**src/rtl/bitcoin_miner.sv**
```systemverilog
// bitcoin_miner: iterative double-SHA-256 nonce search behind valid/ready ports.
// Define BITCOIN_MIDSTATE_EN to compress header block 1 once per request.
module bitcoin_miner (
    input  logic         clk,
    input  logic         rst,
    input  logic [607:0] block_header,
    input  logic [7:0]   hash_target,
    input  logic         req_val,
    output logic         req_rdy,
    output logic [31:0]  golden_nonce,
    output logic [255:0] golden_digest,
    output logic         golden_nonce_val,
    input  logic         golden_nonce_rdy
);
    typedef enum logic [2:0] {
        IDLE,
        HASH1,
        HASH2,
        CHECK,
        DONE
    } state_t;

    localparam logic [255:0] IV = {
        32'h6a09e667, 32'hbb67ae85, 32'h3c6ef372, 32'ha54ff53a,
        32'h510e527f, 32'h9b05688c, 32'h1f83d9ab, 32'h5be0cd19
    };

    localparam logic [31:0] K [64] = '{
        32'h428a2f98, 32'h71374491, 32'hb5c0fbcf, 32'he9b5dba5,
        32'h3956c25b, 32'h59f111f1, 32'h923f82a4, 32'hab1c5ed5,
        32'hd807aa98, 32'h12835b01, 32'h243185be, 32'h550c7dc3,
        32'h72be5d74, 32'h80deb1fe, 32'h9bdc06a7, 32'hc19bf174,
        32'he49b69c1, 32'hefbe4786, 32'h0fc19dc6, 32'h240ca1cc,
        32'h2de92c6f, 32'h4a7484aa, 32'h5cb0a9dc, 32'h76f988da,
        32'h983e5152, 32'ha831c66d, 32'hb00327c8, 32'hbf597fc7,
        32'hc6e00bf3, 32'hd5a79147, 32'h06ca6351, 32'h14292967,
        32'h27b70a85, 32'h2e1b2138, 32'h4d2c6dfc, 32'h53380d13,
        32'h650a7354, 32'h766a0abb, 32'h81c2c92e, 32'h92722c85,
        32'ha2bfe8a1, 32'ha81a664b, 32'hc24b8b70, 32'hc76c51a3,
        32'hd192e819, 32'hd6990624, 32'hf40e3585, 32'h106aa070,
        32'h19a4c116, 32'h1e376c08, 32'h2748774c, 32'h34b0bcb5,
        32'h391c0cb3, 32'h4ed8aa4a, 32'h5b9cca4f, 32'h682e6ff3,
        32'h748f82ee, 32'h78a5636f, 32'h84c87814, 32'h8cc70208,
        32'h90befffa, 32'ha4506ceb, 32'hbef9a3f7, 32'hc67178f2
    };

    state_t       state;
    logic [607:0] hdr;
    logic [7:0]   tgt;
    logic [31:0]  nonce;
    logic [6:0]   rnd;
    logic         blk;
    logic [255:0] st;
    logic [255:0] chain;
    logic [255:0] res;
    logic [31:0]  w [16];
`ifdef BITCOIN_MIDSTATE_EN
    logic [255:0] mid;
`endif

    logic [255:0] init;
    logic [511:0] msg;
    logic [255:0] sum;
    logic [255:0] st_next;
    logic [255:0] digest;
    logic [31:0]  w_new;
    logic [31:0]  nonce_le;
    logic [5:0]   t_idx;
    logic [8:0]   sh;
    logic         hit;
    logic [31:0]  a, b, c, d, e, f, g, hh;
    logic [31:0]  s0, s1, ch, mj, t1, t2;

    function automatic logic [31:0] ror(input logic [31:0] x, input int n);
        return (x >> n) | (x << (32 - n));
    endfunction

    // Chaining value and message block for the compression about to load
    always_comb begin
        nonce_le = {nonce[7:0], nonce[15:8], nonce[23:16], nonce[31:24]};
        init = IV;
        msg = {res, 32'h80000000, 160'd0, 64'd256};
        if (state == HASH1) begin
            if (blk) begin
`ifdef BITCOIN_MIDSTATE_EN
                init = mid;
`else
                init = res;
`endif
                msg = {hdr[95:0], nonce_le, 32'h80000000, 288'd0, 64'd640};
            end else begin
                msg = hdr[607:96];
            end
        end
    end

    always_comb begin
        {a, b, c, d, e, f, g, hh} = st;
        t_idx = rnd[5:0] - 6'd1;
        s1 = ror(e, 6) ^ ror(e, 11) ^ ror(e, 25);
        ch = (e & f) ^ (~e & g);
        t1 = hh + s1 + ch + K[t_idx] + w[0];
        s0 = ror(a, 2) ^ ror(a, 13) ^ ror(a, 22);
        mj = (a & b) ^ (a & c) ^ (b & c);
        t2 = s0 + mj;
        st_next = {t1 + t2, a, b, c, d + t1, e, f, g};
        w_new = (ror(w[14], 17) ^ ror(w[14], 19) ^ (w[14] >> 10))
              + w[9]
              + (ror(w[1], 7) ^ ror(w[1], 18) ^ (w[1] >> 3))
              + w[0];
    end

    always_comb begin
        sum = '0;
        digest = '0;
        for (int i = 0; i < 8; i++) begin
            sum[255 - 32*i -: 32] = chain[255 - 32*i -: 32] + st[255 - 32*i -: 32];
        end
        for (int i = 0; i < 32; i++) begin
            digest[8*i +: 8] = res[255 - 8*i -: 8];
        end
        // Shift of 256 (target 0) leaves nothing, so it always hits
        sh = 9'd256 - {1'b0, tgt};
        hit = (digest >> sh) == 256'd0;
    end

    always_ff @(posedge clk) begin
        if (rst) begin
            state <= IDLE;
            req_rdy <= 1'b1;
            golden_nonce_val <= 1'b0;
            golden_nonce <= '0;
            golden_digest <= '0;
            nonce <= '0;
            rnd <= '0;
            blk <= 1'b0;
        end else begin
            case (state)
                IDLE: begin
                    if (req_val && req_rdy) begin
                        hdr <= block_header;
                        tgt <= hash_target;
                        nonce <= '0;
                        rnd <= '0;
                        blk <= 1'b0;
                        req_rdy <= 1'b0;
                        state <= HASH1;
                    end
                end
                HASH1, HASH2: begin
                    if (rnd == 7'd0) begin
                        chain <= init;
                        st <= init;
                        for (int i = 0; i < 16; i++) begin
                            w[i] <= msg[511 - 32*i -: 32];
                        end
                        rnd <= 7'd1;
                    end else if (rnd != 7'd65) begin
                        st <= st_next;
                        for (int i = 0; i < 15; i++) begin
                            w[i] <= w[i + 1];
                        end
                        w[15] <= w_new;
                        rnd <= rnd + 7'd1;
                    end else begin
                        res <= sum;
                        rnd <= 7'd0;
                        if (state == HASH2) begin
                            state <= CHECK;
                        end else if (blk) begin
                            state <= HASH2;
                        end else begin
                            blk <= 1'b1;
`ifdef BITCOIN_MIDSTATE_EN
                            mid <= sum;
`endif
                        end
                    end
                end
                CHECK: begin
                    if (hit) begin
                        golden_nonce <= nonce;
                        golden_digest <= digest;
                        golden_nonce_val <= 1'b1;
                        state <= DONE;
                    end else begin
                        nonce <= nonce + 32'd1;
`ifdef BITCOIN_MIDSTATE_EN
                        blk <= 1'b1;
`else
                        blk <= 1'b0;
`endif
                        state <= HASH1;
                    end
                end
                DONE: begin
                    if (golden_nonce_val && golden_nonce_rdy) begin
                        golden_nonce_val <= 1'b0;
                        req_rdy <= 1'b1;
                        state <= IDLE;
                    end
                end
                default: state <= IDLE;
            endcase
        end
    end

endmodule

```
**config.mk**
```make
export PLATFORM = sky130hd
export DESIGN_NAME = bitcoin_miner
export DESIGN_NICKNAME = d
export VERILOG_FILES = /design/src/rtl/bitcoin_miner.sv
export SDC_FILE = /design/constraint.sdc
export NUM_CORES = 2
export LEC_CHECK = 0
export BUFFER_PORTS_ARGS = -buffer_cell sky130_fd_sc_hd__buf_2
export CAP_MARGIN = 20
export CORE_ASPECT_RATIO = 0.8
export CORE_UTILIZATION = 40
export DETAILED_ROUTE_END_ITERATION = 10
export SYNTH_ARGS = -nofsm -noshare
export SYNTH_HDL_FRONTEND = slang
export SYNTH_SLANG_ARGS = --single-unit
```
**constraint.sdc**
```tcl
create_clock -name clk -period 77.8 [get_ports clk]
set_input_delay 3.89 -clock clk [delete_from_list [all_inputs] [get_ports clk]]
set_output_delay 3.89 -clock clk [all_outputs]
set_load 0.01 [all_outputs]
```
==> out/metrics.cfg <==
[cts]
cts_inserted_buffers=238
cts.clk_slew.worst_paths_ns=0.08
clock_latency_ns=1.01
cts.hold.buffers_added=0
cts_setup_buffers=0
clock_tree.buffer_depth=4
postCtsResizedCells=0
cts_sinks=2229
cts_max_level=4
tritoncts=done
cts.root.buffer_cell=clkbuf_16

[synthesis]
ys_top_cells_by_area=edfxtp_1 (44%), dfxtp_1 (5.2%), mux2i_1 (5.1%)
synth_top_area_share_pct=44.12
yosys.cell_types.count=112
synth_area_leader_cell=edfxtp_1
synth_cells=11970
synth.net_count=13180
yosysSeqAreaShare_pct=49.28
synth-async-reset-ratio_pct=0
number_of_synthesized_register_bits=2229
yosysWarningCount=0
synth_enable_flop_cells=1896
syn_area_mm2=0.1291
syn-mean-instance-area_um2=10.78
synthFlopType=edfxtp_1

[setup_path]
cpMaxStageDelayCell=o21ai_0
timing.critical_path.slowest_cell_delay_ns=0.99
worst_ep_required_time_ns=78.43
critPathMaxFanout=54
critical_path_capture_point_type=flip-flop
timing.setup.critical_path_class=flip-flop to flip-flop
critical_path.most_common_cell=o21ai_0
critical_path_arrival_ns=12.82
worstRegToRegCells=39
timing.reg2reg.setup_slack_ns=65.61
kind_of_launch_point_of_the_worst_setup_path=flip-flop

[routing]
detail_route.first_pass.iterations=9
routed-via-count=109300
detail_route.wl_per_cell_um=36.77
ant_nets=0
drtIter0Drc=17900
drt_wirelength_um=627900
viasPerCell=6.401
drc_errors=0

[cells_and_area]
filler_cell_count=30300
fin_util_pct=45.43
flow.area_growth_from_synthesis_pct=12.97
register_area_mm2=0.06360
multi_input_comb_area_mm2=0.06094
drive_above_1_share_pct=15.79
layout.nets=13820

[outcome]
run_status=finished, final reports clean

[placed_design]
place_congestion=1.088
io_buffers=909
post-dp-hpwl_um=477800

[sta]
report.final.hold_viol_count=0
unrepaired_setup_endpoints_after_global_routing=no
fin_worst_hold_slack_ns=0.4395
setup-tns-final_ns=0
fin_skew_ns=0.1360
finalCriticalPeriod_ns=12.19
setup_viol=0
period_share_pct=15.67
worst_slew_pin_slew_ns=1.365
timing.final.max_slew_violations=0
worst_slew_margin_rel_pct=8.383
maxClockFrequency_ghz=0.08201

[floorplanning]
fp.coreArea_mm2=0.3209
die_h_um=510.0
die-width_um=637.1
rows=186
die-area_mm2=0.3249
pin_count=910
starting_utilization_of_the_core_area_pct=40.21

[hold_path]
min_delay_path_depth=2
holdCritPathClass=flip-flop to flip-flop

[global_routing]
grt_pass1_vias=97050
globalRoute.busiestLayer=met1
grt_start_max_net_pins=149
globalRouteOverflowTotal=0
grtUsageMet2_pct=49.41
use_met3_pct=12.41
grt_use_total_pct=37.11
number_of_antenna_violations_at_the_first_check_in_global_routing=89
first_pass_grt_wire_length_um=834300
grt_util_met1_pct=52.94

[power]
pwr_density_cell_mw_per_mm2=46.74
vdd_drop_max_mv=0.09148
design_power_total_uw=6815
p_leak_uw=0.05360

[run]
drv.max_cap_violation_count=0

[logic make-up after synthesis]
family	share of synthesized area, %
compound gates	12.43
flops	49.28
fa+ha+maj	6.996
simple gates	13.75
mux	9.746
buf+inv	3.732
xor+xnor	4.068
[stage by stage]
stage / instances / cell area (um2) / worst slack (ns)
after detailed placement: 16600 / 137800 / 65.88
after global placement: 16590 / 137700 / 65.98
after floorplan: 11970 / 129100 / 14.52
final: 17080 / 145800 / 65.61
after global routing: 17050 / 145700 / 65.05
after CTS: 17030 / 145600 / 65.84
[sequential cells by signal (all words and copies together) (netlist names)]
register,cells
req_rdy,1
tgt,8
golden_nonce,32
hdr,608
state,3
res,256
st,256
golden_digest,256
blk,1
golden_nonce_val,1
nonce,32
rnd,7
w,512
chain,256
[routing by layer]
metal / vias up / wire length, um / part of all wire, %
met1: 54480 / 257000 / 41
li1: 45570 / - / -
met3: 1226 / 86860 / 14
met2: 8007 / 244200 / 39
met4: 34 / 39630 / 6.3
met5: - / 218 / 0.035
[placed cells by master, fill, tap and decap left out, types with 175 or more instances in the layout]
cell | synthesis | routed
a21oi_1 | 665 | 664
and3_1 | 177 | 177
buf_2 | 114 | 908
buf_4 | 35 | 265
clkbuf_16 | 0 | 246
dfxtp_1 | 333 | 332
edfxtp_1 | 1896 | 1896
fa_1 | 195 | 195
ha_1 | 392 | 390
inv_1 | 307 | 306
mux2_2 | 186 | 186
mux2i_1 | 658 | 658
nand2_1 | 1327 | 1325
nand3_1 | 449 | 449
nor2_1 | 1250 | 1247
nor3_1 | 179 | 175
o21ai_0 | 551 | 545
or3_1 | 197 | 197
xnor2_1 | 457 | 453
[critical path: cells and delay by family, from the launching register on]
| family | cells | cell delay (ns) |
|---|---|---|
| xor+xnor | 2 | 0.83 |
| fa+ha+maj | 7 | 3.59 |
| flops | 1 | 0.32 |
| simple gates | 4 | 0.58 |
| buf+inv | 3 | 0.91 |
| compound gates | 23 | 5.68 |
[cells in the mapped netlist, types with 50 or more instances]
| cell type | count |
|---|---|
| fa_1 | 195 |
| a211oi_1 | 139 |
| mux2i_1 | 658 |
| ha_1 | 392 |
| a21oi_1 | 665 |
| and3_1 | 177 |
| or3_1 | 197 |
| dfxtp_1 | 333 |
| o21ai_0 | 551 |
| buf_2 | 114 |
| o22ai_1 | 56 |
| mux2_2 | 186 |
| a221oi_1 | 158 |
| nor2_1 | 1250 |
| xor2_1 | 135 |
| o31ai_1 | 50 |
| o21a_1 | 57 |
| o211ai_1 | 86 |
| mux4_2 | 172 |
| nand2b_1 | 111 |
| a31oi_1 | 82 |
| buf_1 | 56 |
| xnor2_1 | 457 |
| clkbuf_1 | 535 |
| nor3_1 | 179 |
| a22oi_1 | 61 |
| nand3_1 | 449 |
| inv_1 | 307 |
| nand2_1 | 1327 |
| a21o_1 | 122 |
| edfxtp_1 | 1896 |
[path summary, 6_finish.rpt]
check                              start        end
worst max-delay path              rnd[1]    st[255]
worst min-delay path            hdr[184]  w[1][184]
worst max register to register    rnd[1]    st[255]
worst min register to register  hdr[184]  w[1][184]
[report_power, final]
group	internal [uW]	total [uW]	leakage (uW)	switching [uW]
logic	1460	4200	0.0301	2740
clock network	666	1180	0.00386	517
registers	1380	1430	0.0197	53.8
total	3510	6810	0.0536	3310
[area by class of cell]
type / count / share of cell area, %
sequential: 2229 / 43.63
multi-input combinational: 8642 / 41.80
timing repair buffer: 1190 / 4.669
clock buffer: 315 / 4.554
tap: 4230 / 3.630
clock inverter: 120 / 0.8428
inverter: 311 / 0.8076
antenna: 41 / 0.07037
No activity file was read; power rests on OpenSTA's default activity.
